**src/rtl/uart_receiver_if.sv**
```systemverilog
// Byte handshake between uart_receiver and its consumer.
interface uart_receiver_if;
  logic [7:0] data_out;
  logic       valid;
  logic       framing_err;
  logic       overrun;
  logic       busy;
  logic       rd_en;

  modport master (
    output data_out, valid, framing_err,
    output overrun, busy,
    input  rd_en
  );

  modport slave (
    input  data_out, valid, framing_err,
    input  overrun, busy,
    output rd_en
  );
endinterface

```
**src/rtl/uart_receiver.sv**
```systemverilog
// 8N1 UART receiver on a 16x oversample tick.
// UART_RX_MAJORITY_EN: 2-of-3 majority sampling.
module uart_receiver #(
  parameter int OVERSAMPLE  = 16,
  parameter int SYNC_STAGES = 2
) (
  input  logic clk,
  input  logic rst,
  input  logic rx,
  input  logic os_tick,
  uart_receiver_if.master bus
);
  localparam int TW = $clog2(OVERSAMPLE);
  localparam logic [TW-1:0] S_START =
    TW'(OVERSAMPLE / 2 - 1);
  localparam logic [TW-1:0] S_BIT =
    TW'(OVERSAMPLE - 1);

  typedef enum logic [2:0] {
    IDLE, START, DATA, STOP, WAIT_HIGH
  } state_t;

  state_t                 state;
  logic [SYNC_STAGES-1:0] sync_q;
  logic                   rx_s;
  logic [TW-1:0]          tick_cnt;
  logic [TW-1:0]          s_pt;
  logic [2:0]             bit_idx;
  logic [7:0]             shift_reg;
  logic                   s_hit;
  logic                   sample;

  always_ff @(posedge clk) begin
    if (rst) sync_q <= '1;
    else     sync_q <= {sync_q[SYNC_STAGES-2:0], rx};
  end

  assign rx_s  = sync_q[SYNC_STAGES-1];
  assign s_pt  = (state == START) ? S_START : S_BIT;
  assign s_hit = os_tick && (tick_cnt == s_pt);

`ifdef UART_RX_MAJORITY_EN
  logic maj_a;
  logic maj_b;

  // Earlier two votes are captured on the ticks just before S.
  always_ff @(posedge clk) begin
    if (rst) begin
      maj_a <= 1'b1;
      maj_b <= 1'b1;
    end else if (os_tick) begin
      if (tick_cnt == s_pt - TW'(2)) maj_a <= rx_s;
      if (tick_cnt == s_pt - TW'(1)) maj_b <= rx_s;
    end
  end

  assign sample = (maj_a & maj_b) |
                  (maj_a & rx_s)  |
                  (maj_b & rx_s);
`else
  assign sample = rx_s;
`endif

  always_ff @(posedge clk) begin
    if (rst) begin
      state           <= IDLE;
      tick_cnt        <= '0;
      bit_idx         <= '0;
      shift_reg       <= '0;
      bus.data_out    <= '0;
      bus.valid       <= 1'b0;
      bus.framing_err <= 1'b0;
      bus.overrun     <= 1'b0;
      bus.busy        <= 1'b0;
    end else begin
      bus.framing_err <= 1'b0;
      if (bus.rd_en && bus.valid) begin
        bus.valid   <= 1'b0;
        bus.overrun <= 1'b0;
      end
      unique case (state)
        IDLE: begin
          if (!rx_s) begin
            state    <= START;
            tick_cnt <= '0;
            bus.busy <= 1'b1;
          end
        end
        START: begin
          if (s_hit) begin
            tick_cnt <= '0;
            if (!sample) begin
              state   <= DATA;
              bit_idx <= '0;
            end else begin
              state    <= IDLE;
              bus.busy <= 1'b0;
            end
          end else if (os_tick) begin
            tick_cnt <= tick_cnt + TW'(1);
          end
        end
        DATA: begin
          if (s_hit) begin
            tick_cnt           <= '0;
            shift_reg[bit_idx] <= sample;
            bit_idx            <= bit_idx + 3'd1;
            if (bit_idx == 3'd7) state <= STOP;
          end else if (os_tick) begin
            tick_cnt <= tick_cnt + TW'(1);
          end
        end
        STOP: begin
          if (s_hit) begin
            tick_cnt <= '0;
            if (sample) begin
              state        <= IDLE;
              bus.busy     <= 1'b0;
              bus.data_out <= shift_reg;
              bus.valid    <= 1'b1;
              // A concurrent read consumes the old byte: no overrun.
              if (bus.valid && !bus.rd_en)
                bus.overrun <= 1'b1;
            end else begin
              state           <= WAIT_HIGH;
              bus.framing_err <= 1'b1;
            end
          end else if (os_tick) begin
            tick_cnt <= tick_cnt + TW'(1);
          end
        end
        WAIT_HIGH: begin
          if (rx_s) begin
            state    <= IDLE;
            tick_cnt <= '0;
            bus.busy <= 1'b0;
          end
        end
        default: state <= IDLE;
      endcase
    end
  end
endmodule

```
**src/flat_wrapper.sv**
```systemverilog
// flat-port wrapper written by rule: the top's interface ports become plain ports
module uart_receiver_flat 
#(
  parameter int OVERSAMPLE  = 16,
  parameter int SYNC_STAGES = 2
)
  (clk, rst, rx, os_tick, bus_data_out, bus_valid, bus_framing_err, bus_overrun, bus_busy, bus_rd_en);
  uart_receiver_if bus_i ();
  input  logic clk;
  input  logic rst;
  input  logic rx;
  input  logic os_tick;
  output wire logic [$bits(bus_i.data_out)-1:0] bus_data_out;
  output wire logic [$bits(bus_i.valid)-1:0] bus_valid;
  output wire logic [$bits(bus_i.framing_err)-1:0] bus_framing_err;
  output wire logic [$bits(bus_i.overrun)-1:0] bus_overrun;
  output wire logic [$bits(bus_i.busy)-1:0] bus_busy;
  input wire logic [$bits(bus_i.rd_en)-1:0] bus_rd_en;
  assign bus_data_out = bus_i.data_out;
  assign bus_valid = bus_i.valid;
  assign bus_framing_err = bus_i.framing_err;
  assign bus_overrun = bus_i.overrun;
  assign bus_busy = bus_i.busy;
  assign bus_i.rd_en = bus_rd_en;
  uart_receiver #(.OVERSAMPLE(OVERSAMPLE), .SYNC_STAGES(SYNC_STAGES)) u_core (.clk(clk), .rst(rst), .rx(rx), .os_tick(os_tick), .bus(bus_i));
endmodule
```
**config.mk**
```make
export PLATFORM = sky130hd
export DESIGN_NAME = uart_receiver_flat
export DESIGN_NICKNAME = d
export VERILOG_FILES = /design/src/rtl/uart_receiver_if.sv /design/src/rtl/uart_receiver.sv /design/src/flat_wrapper.sv
export SDC_FILE = /design/constraint.sdc
export NUM_CORES = 1
export LEC_CHECK = 0
export ABC_CLOCK_PERIOD_IN_PS = 3280
export CAP_MARGIN = 20
export CORE_UTILIZATION = 55
export DETAILED_ROUTE_END_ITERATION = 16
export PLACE_DENSITY = 0.78
export SYNTH_ARGS = -nofsm -noshare
export SYNTH_HDL_FRONTEND = slang
export SYNTH_SLANG_ARGS = --single-unit
```
**constraint.sdc**
```tcl
create_clock -name clk -period 3.28 [get_ports clk]
set_clock_uncertainty 0.05 [all_clocks]
set_input_delay 0.492 -clock clk [delete_from_list [all_inputs] [get_ports clk]]
set_output_delay 0.492 -clock clk [all_outputs]
set_load 0.01 [all_outputs]
```
; ---- Yosys cells after proc, flatten, opt, wreduce, memory -nomap -nowiden
; Index checks and enable logic that the tools add are counted.
[op_classes]
order_cmp = 2
reduce_logical = 18
multipliers = 0
bitwise = 2
shift = 0
add_sub_neg = 2
muxes = 36
n_div = 0
n_eq_ne = 15
[op_table]
columns = operator, n
row1 = $mux W3, 10
row2 = $mux W4, 5
row3 = $pmux W3 S5, 1
row4 = $mux W1, 14
row5 = $ne A2 B1 Y1 const B, 6
row6 = $pmux W4 S3, 1
row7 = $bwmux W8, 1
row8 = $reduce_and A4 Y1, 2
row9 = $eq A3 B2 Y1 const B, 2
row10 = $eq A3 B3 Y1 const B, 2
row11 = $pmux W3 S2, 1
row12 = $reduce_and A3 Y1, 2
row13 = $reduce_and A6 Y1, 1
row14 = $reduce_bool A3 Y1, 2
row15 = $reduce_or A3 Y1, 2
row16 = $add A4 B1 Y4 const B, 1
row17 = $eq A4 B4 Y1, 1
row18 = $logic_and A1 B1 Y1, 4
row19 = $lt A3 B4 Y1 const B, 1
row20 = $ne A2 B2 Y1 const B, 2
row21 = $add A3 B1 Y3 const B, 1
row22 = $demux W1 S3, 1
row23 = $eq A3 B1 Y1 const B, 1
row24 = $ge A3 B1 Y1 const B, 1
row25 = other kinds (9), 10
[totals]
mem_count = 0
ramBits = 0
regBits = 32
mem_bits_ro = 0
out_inout_bits = 12
latchBits = 0

; ---- Longest topological paths before layout
[depth]
depth_word = 6
depth_mapped = 6

; ---- Least setup slack after synthesis
; Ideal clock, no wire load.
[synth_path]
path_kind = reg-to-reg
startpoint = register u_core.tick_cnt[0]
endpoint = register u_core.shift_reg[0]
slack_ns = 1.770
setup_ns = 0.134
path_stages_with_launch = 7
period_less_slack_ns = 1.510
arrival_ns = 1.326
cell_sequence = dfxtp_1 > ha_1 > and4b_1 > buf_6 > nand3b_2 > o31ai_2 > a21oi_1
[synth_between]
elab_chain_len = 3
[synth_rtl]
columns = element, line_no
row1 = from (decl), uart_receiver.sv:26  ; logic [TW-1:0] tick_cnt;
row2 = from (signal assigned), uart_receiver.sv:100  ; tick_cnt <= tick_cnt + TW'(1);
row3 = from (signal assigned), uart_receiver.sv:110  ; tick_cnt <= tick_cnt + TW'(1);
row4 = from (signal assigned), uart_receiver.sv:129  ; tick_cnt <= tick_cnt + TW'(1);
row5 = $eq A4 B4 Y1, uart_receiver.sv:40  ; assign s_hit = os_tick && (tick_cnt == s_pt);
row6 = $logic_and A1 B1 Y1, uart_receiver.sv:40
row7 = $reduce_and A2 Y1 (no line), --
row8 = "to (signal, indexed assignment)", uart_receiver.sv:106  ; shift_reg[bit_idx] <= sample;
row9 = to (decl), uart_receiver.sv:29  ; logic [7:0] shift_reg;
; Every way passes these cells.
; A chain may end at the register's enable or synchronous reset.

; ---- Worst setup path in the final report
[layout_path]
startpoint = input port os_tick
endpoint = register u_core.bit_idx[1]
[layout_between]
elab_chain_len = 3
[layout_rtl]
columns = element, line_no
row1 = from (decl), flat_wrapper.sv:12  ; input logic os_tick;
row2 = $logic_and A1 B1 Y1 (*), uart_receiver.sv:40
row3 = $ne A2 B1 Y1 (no line), --
row4 = $reduce_and A4 Y1 (no line) (*), --
row5 = to (signal assigned), uart_receiver.sv:107  ; bit_idx <= bit_idx + 3'd1;
row6 = to (decl), uart_receiver.sv:28  ; logic [2:0] bit_idx;
; Every way passes the cells marked *; elsewhere a longest branch is shown, timed or not.

==> run_results.csv <==
group,metric,value,unit
outcome,status,"finished, final reports clean",
clock_network,root_buffer,"clkbuf_4",
detailed_routing,wl_met3,114,um
floorplan,fp.dieH,56.0,um
global_routing,grt_max_degree,18,
final_layout,num_antenna_cells,0,
timing,setup_viol,0,
synth,synth_top_area_cell,"dfxtp_1",
worst_setup_path,worstSetupEndpoint,"u_core.bit_idx[1]",
timing,post-route-period-util,0.607,
global_routing,antenna_found_initial,0,
worst_setup_path,r2r_end,"u_core.bit_idx[1]",
clock_network,hold_buffers,0,
detailed_routing,dr.pass1.iters,4,
worst_setup_path,crit_arrival,2170,ps
place,gp_congestion,0.766,
final_layout,fill_cells,228,
synth,synth_fp_nets,175,
synth,post_synth_num_cell_types,51,
final_layout,drive_above_1_share,0.167,
timing,fmax,0.502,GHz
clock_network,clock_sinks,32,
final_layout,multi_input_area,872,sq um
final_layout,area_growth,13.9,%
clock_network,cts_buffers,5,
final_layout,nets,187,
worst_setup_path,worstSetupPathType,"input port to flop",
detailed_routing,antenna_left,0,
worst_setup_path,required,3460,ps
clock_network,clock_latency,330,ps
detailed_routing,drc,0,
floorplan,core,0.00276,sq mm
detailed_routing,dr_wl_met2,1480,um
timing,slew_viol_final,0,
floorplan,start_util,0.581,
worst_hold_path,hold_path_class,"flop to flop",
global_routing,track_usage,0.218,
worst_setup_path,reg2reg_setup_slack,1390,ps
synth,synth-seq-area-share,0.400,
worst_setup_path,cp-end-kind,"flop",
clock_network,clock_path_buffers,2,
final_layout,seq_area,641,sq um
worst_setup_path,timing.rr.start,"u_core.tick_cnt[0]",
timing,tns,0,ps
timing,relSlewSlack,0.549,
detailed_routing,wl_per_cell,14.7,um
synth,ys_seq_elements,32,
synth,synth_top_area_frac,0.400,
floorplan,fp.dieArea,0.00313,sq mm
detailed_routing,highest_layer,"met4",
clock_network,postCtsResizedCells,0,
clock_network,clk_transition_reported_paths,100,ps
place,portBuffers,16,
worst_setup_path,critPathLaunchType,"input port",
timing,period_needed,1990,ps
detailed_routing,wl_met1,1450,um
floorplan,ios,17,
synth,avgSynthCellArea,9.60,sq um
global_routing,grt_pass1_wl,5260,um
global_routing,first_global_vias,1214,
synth,yosys-top-cells-area,"dfxtp_1 40%, mux2i_1 8.7%, nor2_1 5.9%, a21oi_1 3.1%, ha_1 2.3%",
timing,worst_pin_slew,676,ps
clock_network,cts_tree,"yes",
place,dp_hpwl,2080,um
timing,rsz0062_at_grt,"false",
pwr,leakage,0.695,nW
synth,syn-cell-area,0.00160,sq mm
clock_network,htree_levels,2,
synth,ys_warn_count,0,
floorplan,die_x,56.0,um
timing,hold_viol,0,
floorplan,num_rows,19,
detailed_routing,viasPerCell,5.99,
worst_setup_path,cp-startpoint,"os_tick",
flow_run,maxCapViolations,0,
worst_setup_path,cp_max_fo,11,
clock_network,cts_setup_buffers,0,
pwr,finalPower,0.767,mW
detailed_routing,wl,3100,um
worst_setup_path,rr_worst_depth,5,
global_routing,grt-ovfl-total,0,
synth,synthCells,167,
detailed_routing,via_count,1263,
detailed_routing,drt_iter0_drc,32,
pwr,powerDensity,420,mW/mm^2
pwr,ir_drop,0.000336,V
-- layer usage --
metal,up-vias,GRT usage
met3,7,0.0651
met2,27,0.354
met4,0,0.0976
li1,629,-
met5,-,0
met1,600,0.265
-- cell usage after synthesis (all sizes together) --
library cell  number
nand3              5
nand4              6
a21oi             11
nor4               2
a311o              1
or4b               1
nand4b             4
clkbuf             3
dfxtp             32
xor2               2
buf                9
nand3b             1
and3               1
or2                5
xnor2              1
or4                1
nor3               2
and4b              1
o32ai              1
a32oi              2
o211ai             2
nand2              7
mux2i             14
nor2b              2
and2               1
ha                 3
nor3b              1
and3b              1
nor2              27
o31ai              2
o221a              1
o21a               1
o2111ai            1
a211oi             2
o21ai              5
inv                3
nor4b              2
o21bai             1
-- power by group --
group	internal, mW	switching [mW]	total (mW)	leakage [nW]
logic	0.0144	0.0169	0.0312	0.386
clock network	0.202	0.135	0.338	0.0515
registers	0.391	0.00682	0.398	0.258
-- layout by cell type (no fill, tap or decap), types with 2 or more instances in the layout --
cell and instances:
clkbuf_8 2, xor2_1 2, nor4b_1 2, nand2_1 6, nand3_1 5, dfxtp_1 32, nor2_1 25, mux2i_1 14
a32oi_1 2, nor2b_1 2, a211oi_2 2, ha_1 3, a21oi_1 10, clkbuf_4 5, nand4_1 5, inv_1 3
o21ai_0 4, nand4b_1 3, clkdlybuf4s50_1 16, or2_2 5, o211ai_1 2
-- area by class of cell --
type                       count  area share
tap                           31      0.0212
multi-input combinational    120       0.478
clock buffer                   7      0.0356
sequential                    32       0.351
timing repair buffer          17      0.0918
clock inverter                 1      0.0164
inverter                       3     0.00617
-- worst min path at each step --
stage,depth (start not counted),slack (ps),start,end
global route,1,390,u_core.sync_q[0],u_core.sync_q[1]
finish,1,370,u_core.sync_q[0],u_core.sync_q[1]
floorplan,1,340,u_core.sync_q[0],u_core.sync_q[1]
CTS,1,370,u_core.sync_q[0],u_core.sync_q[1]
detailed placement,1,340,u_core.sync_q[0],u_core.sync_q[1]
global placement,1,350,u_core.sync_q[0],u_core.sync_q[1]
-- logic make-up after synthesis --
logic type / share of synthesized area
AND/OR/NAND/NOR: 0.283
multiplexers: 0.0874
buffers and inverters: 0.0562
adder cells (fa/ha/maj): 0.0234
XOR/XNOR: 0.0164
AO/OA/AOI/OAI: 0.134
flip-flops: 0.400
-- worst max-delay path: stages --
cell and delay (ps):
clkdlybuf4s50_1 660, and4b_1 500, o21ai_0 250, a32oi_1 200
nor2_1 60
-- metrics by stage --
| stage | hold WS (ps) | setup WS, ps | cells | area (sq um) | util |
|---|---|---|---|---|---|
| floorplan | 339 | 1770 | 167 | 1600 | - |
| global placement | 349 | 1040 | 203 | 1730 | 0.627 |
| detailed placement | 344 | 955 | 203 | 1730 | 0.627 |
| CTS | 367 | 1330 | 211 | 1830 | 0.662 |
| global route | 390 | 1160 | 211 | 1830 | 0.662 |
| finish | 367 | 1290 | 211 | 1830 | 0.662 |
Power figures use the tool's default switching activity.
==> variant, RTL diff (same flow settings) <==
Build with the macro `UART_RX_MAJORITY_EN` defined.
--- a/src/rtl/uart_receiver.sv
+++ b/src/rtl/uart_receiver.sv
@@ -1,5 +1,7 @@
 // 8N1 UART receiver on a 16x oversample tick.
 // UART_RX_MAJORITY_EN: 2-of-3 majority sampling.
+`define UART_RX_MAJORITY_EN
+
 module uart_receiver #(
   parameter int OVERSAMPLE  = 16,
   parameter int SYNC_STAGES = 2
Behaviour: no difference found for any inputs over 10 cycles, from zero or initial values and one cycle with rst high; that may be too few to reach the edited logic, so the function may still have changed.
==> variant against the original RTL <==
The run now ends with DRC left. Final area rose by 4.1%. Combinational power rose by 5%. Sequential share of layout area rose by 0.72 points. Setup slack got worse by 170 ps. Worst hold slack barely moved. Routed wire length rose by 6.6%. Count of clock-buffer cells in the layout fell by 1. Synthesized area rose by 6.1%. Sequential cell count rose by 2. Total power fell by 8.4%.
==> variant: results (changes against the original RTL) <==
ys_types: 41  # -20%
status: "finished with violations"
drc: 1  # +1
dp_slack_ps: 784  # -171 ps
yosysWarnings: 0  # unchanged
wl_met1_um: 1520  # +4.7%
routabilityCongestion: 0.778  # +1.6%
ctsResizeCount: 0  # unchanged
hold_class: "reg -> reg"
port_buffers: 16  # unchanged
cts_root_buf: "clkbuf_4"
drive_above_1_share: 0.0923  # -0.0744
crit_fanout: 11  # unchanged
dp_hpwl_um: 2300  # +10%
drt_iter0_markers: 65  # +100%
clkLatencyLatePin_ps: 340
vias: 1379  # +9.2%
seq_area_frac_synth: 0.400  # +0.000607
async_reset_ff_frac: 0  # unchanged
grt_util_all_layers: 0.224  # +0.00633
worst_slew_pin_slew_ps: 712  # +35.7 ps
yosys-top-cells-area: "dfxtp_1 (40%), mux2i_1 (11%), nand2b_1 (4.0%)"
antenna_found_initial: 0  # unchanged
cts_buffer_depth: 2  # unchanged
synthFlopType: "dfxtp_1"
grt_pass1_vias: 1223  # +0.74%
synth_common_cells: "dfxtp_1 (34), mux2i_1 (18), nor2_1 (15), clkbuf_1 (11), nand2b_1 (11)"
grt_first_pass_wirelength_um: 5580  # +5.9%
violations: "DRC"
p_leak_nw: 0.702  # +0.88%
slowest_delay_ps: 670
wl_met3_um: 137  # +20%
wl_met2_um: 1600  # +7.8%
drt_first_pass_iters: 14  # +10
wl_per_cell_um: 14.6  # -0.50%
nNetsFinal: 204  # +9.1%
grt_max_degree: 21  # +3
nFillCells: 244  # +7.0%
max-vdd-ir-drop_v: 0.000330  # -2.0%
reg2reg_depth: 4  # -1
-- variant: cell types whose count changed after synthesis, moves of 3 or more --
cell      unedited run  this run
buf_6                3         0
nand2b_1             0        11
nand4b_1             3         6
or3_1                0         3
and3_1               0         3
clkbuf_1             3        11
mux2i_1             14        18
nor2_1              25        15
nor3_1               1         4
inv_1                3         6
-- variant: cell families (layout without fill, tap and decap cells) --
family          after synthesis  in the layout  share of synthesized area
buf+inv                      23             31                     0.0544
compound gates               26             26                      0.110
simple gates                 78             78                      0.276
xor+xnor                      2              2                     0.0103
fa+ha+maj                     6              6                     0.0427
mux                          18             18                      0.106
flops                        34             34                      0.400
-- variant: path summary, 6_finish.rpt --
kind / startpoint / slack [ps] / end
max: os_tick / 1120 / u_core.shift_reg[5]
min: u_core.sync_q[0] / 370 / u_core.sync_q[1]
max reg2reg: u_core.state[0] / 1200 / u_core.tick_cnt[3]
min reg2reg: u_core.sync_q[0] / 370 / u_core.sync_q[1]
-- variant: layer usage --
layer  vias to the layer above  GRT usage
met2                        35      0.357
met1                       648      0.293
met4                         0     0.0976
li1                        688          -
met3                         8     0.0476
met5                         -          0
-- variant: area by class of cell --
cell class / instances / area share
sequential: 34 / 0.358
tap: 31 / 0.0204
clock inverter: 2 / 0.00658
timing repair buffer: 17 / 0.0882
multi-input combinational: 130 / 0.488
clock buffer: 6 / 0.0270
inverter: 6 / 0.0118
-- variant: stage by stage --
stage / instance area [µm²] / power (mW) / hold WS (ps) / cells / utilization
after floorplan: 1700 / 0.452 / 339 / 187 / -
after global placement: 1840 / 0.461 / 341 / 218 / 0.644
after detailed placement: 1840 / 0.462 / 344 / 218 / 0.644
after CTS: 1900 / 0.707 / 368 / 226 / 0.666
after global routing: 1900 / 0.726 / 388 / 226 / 0.666
final: 1900 / 0.702 / 367 / 226 / 0.666
-- variant: worst max-delay path, delay by kind of cell --
family	cells	cell delay, ps
mux	1	170
buf+inv	1	670
simple gates	3	1010
-- variant: report_power, final --
part	internal [mW]	switching, mW	total (mW)
sequential	0.415	0.00508	0.420
clock	0.103	0.146	0.249
combinational	0.0155	0.0173	0.0328
total	0.534	0.168	0.702
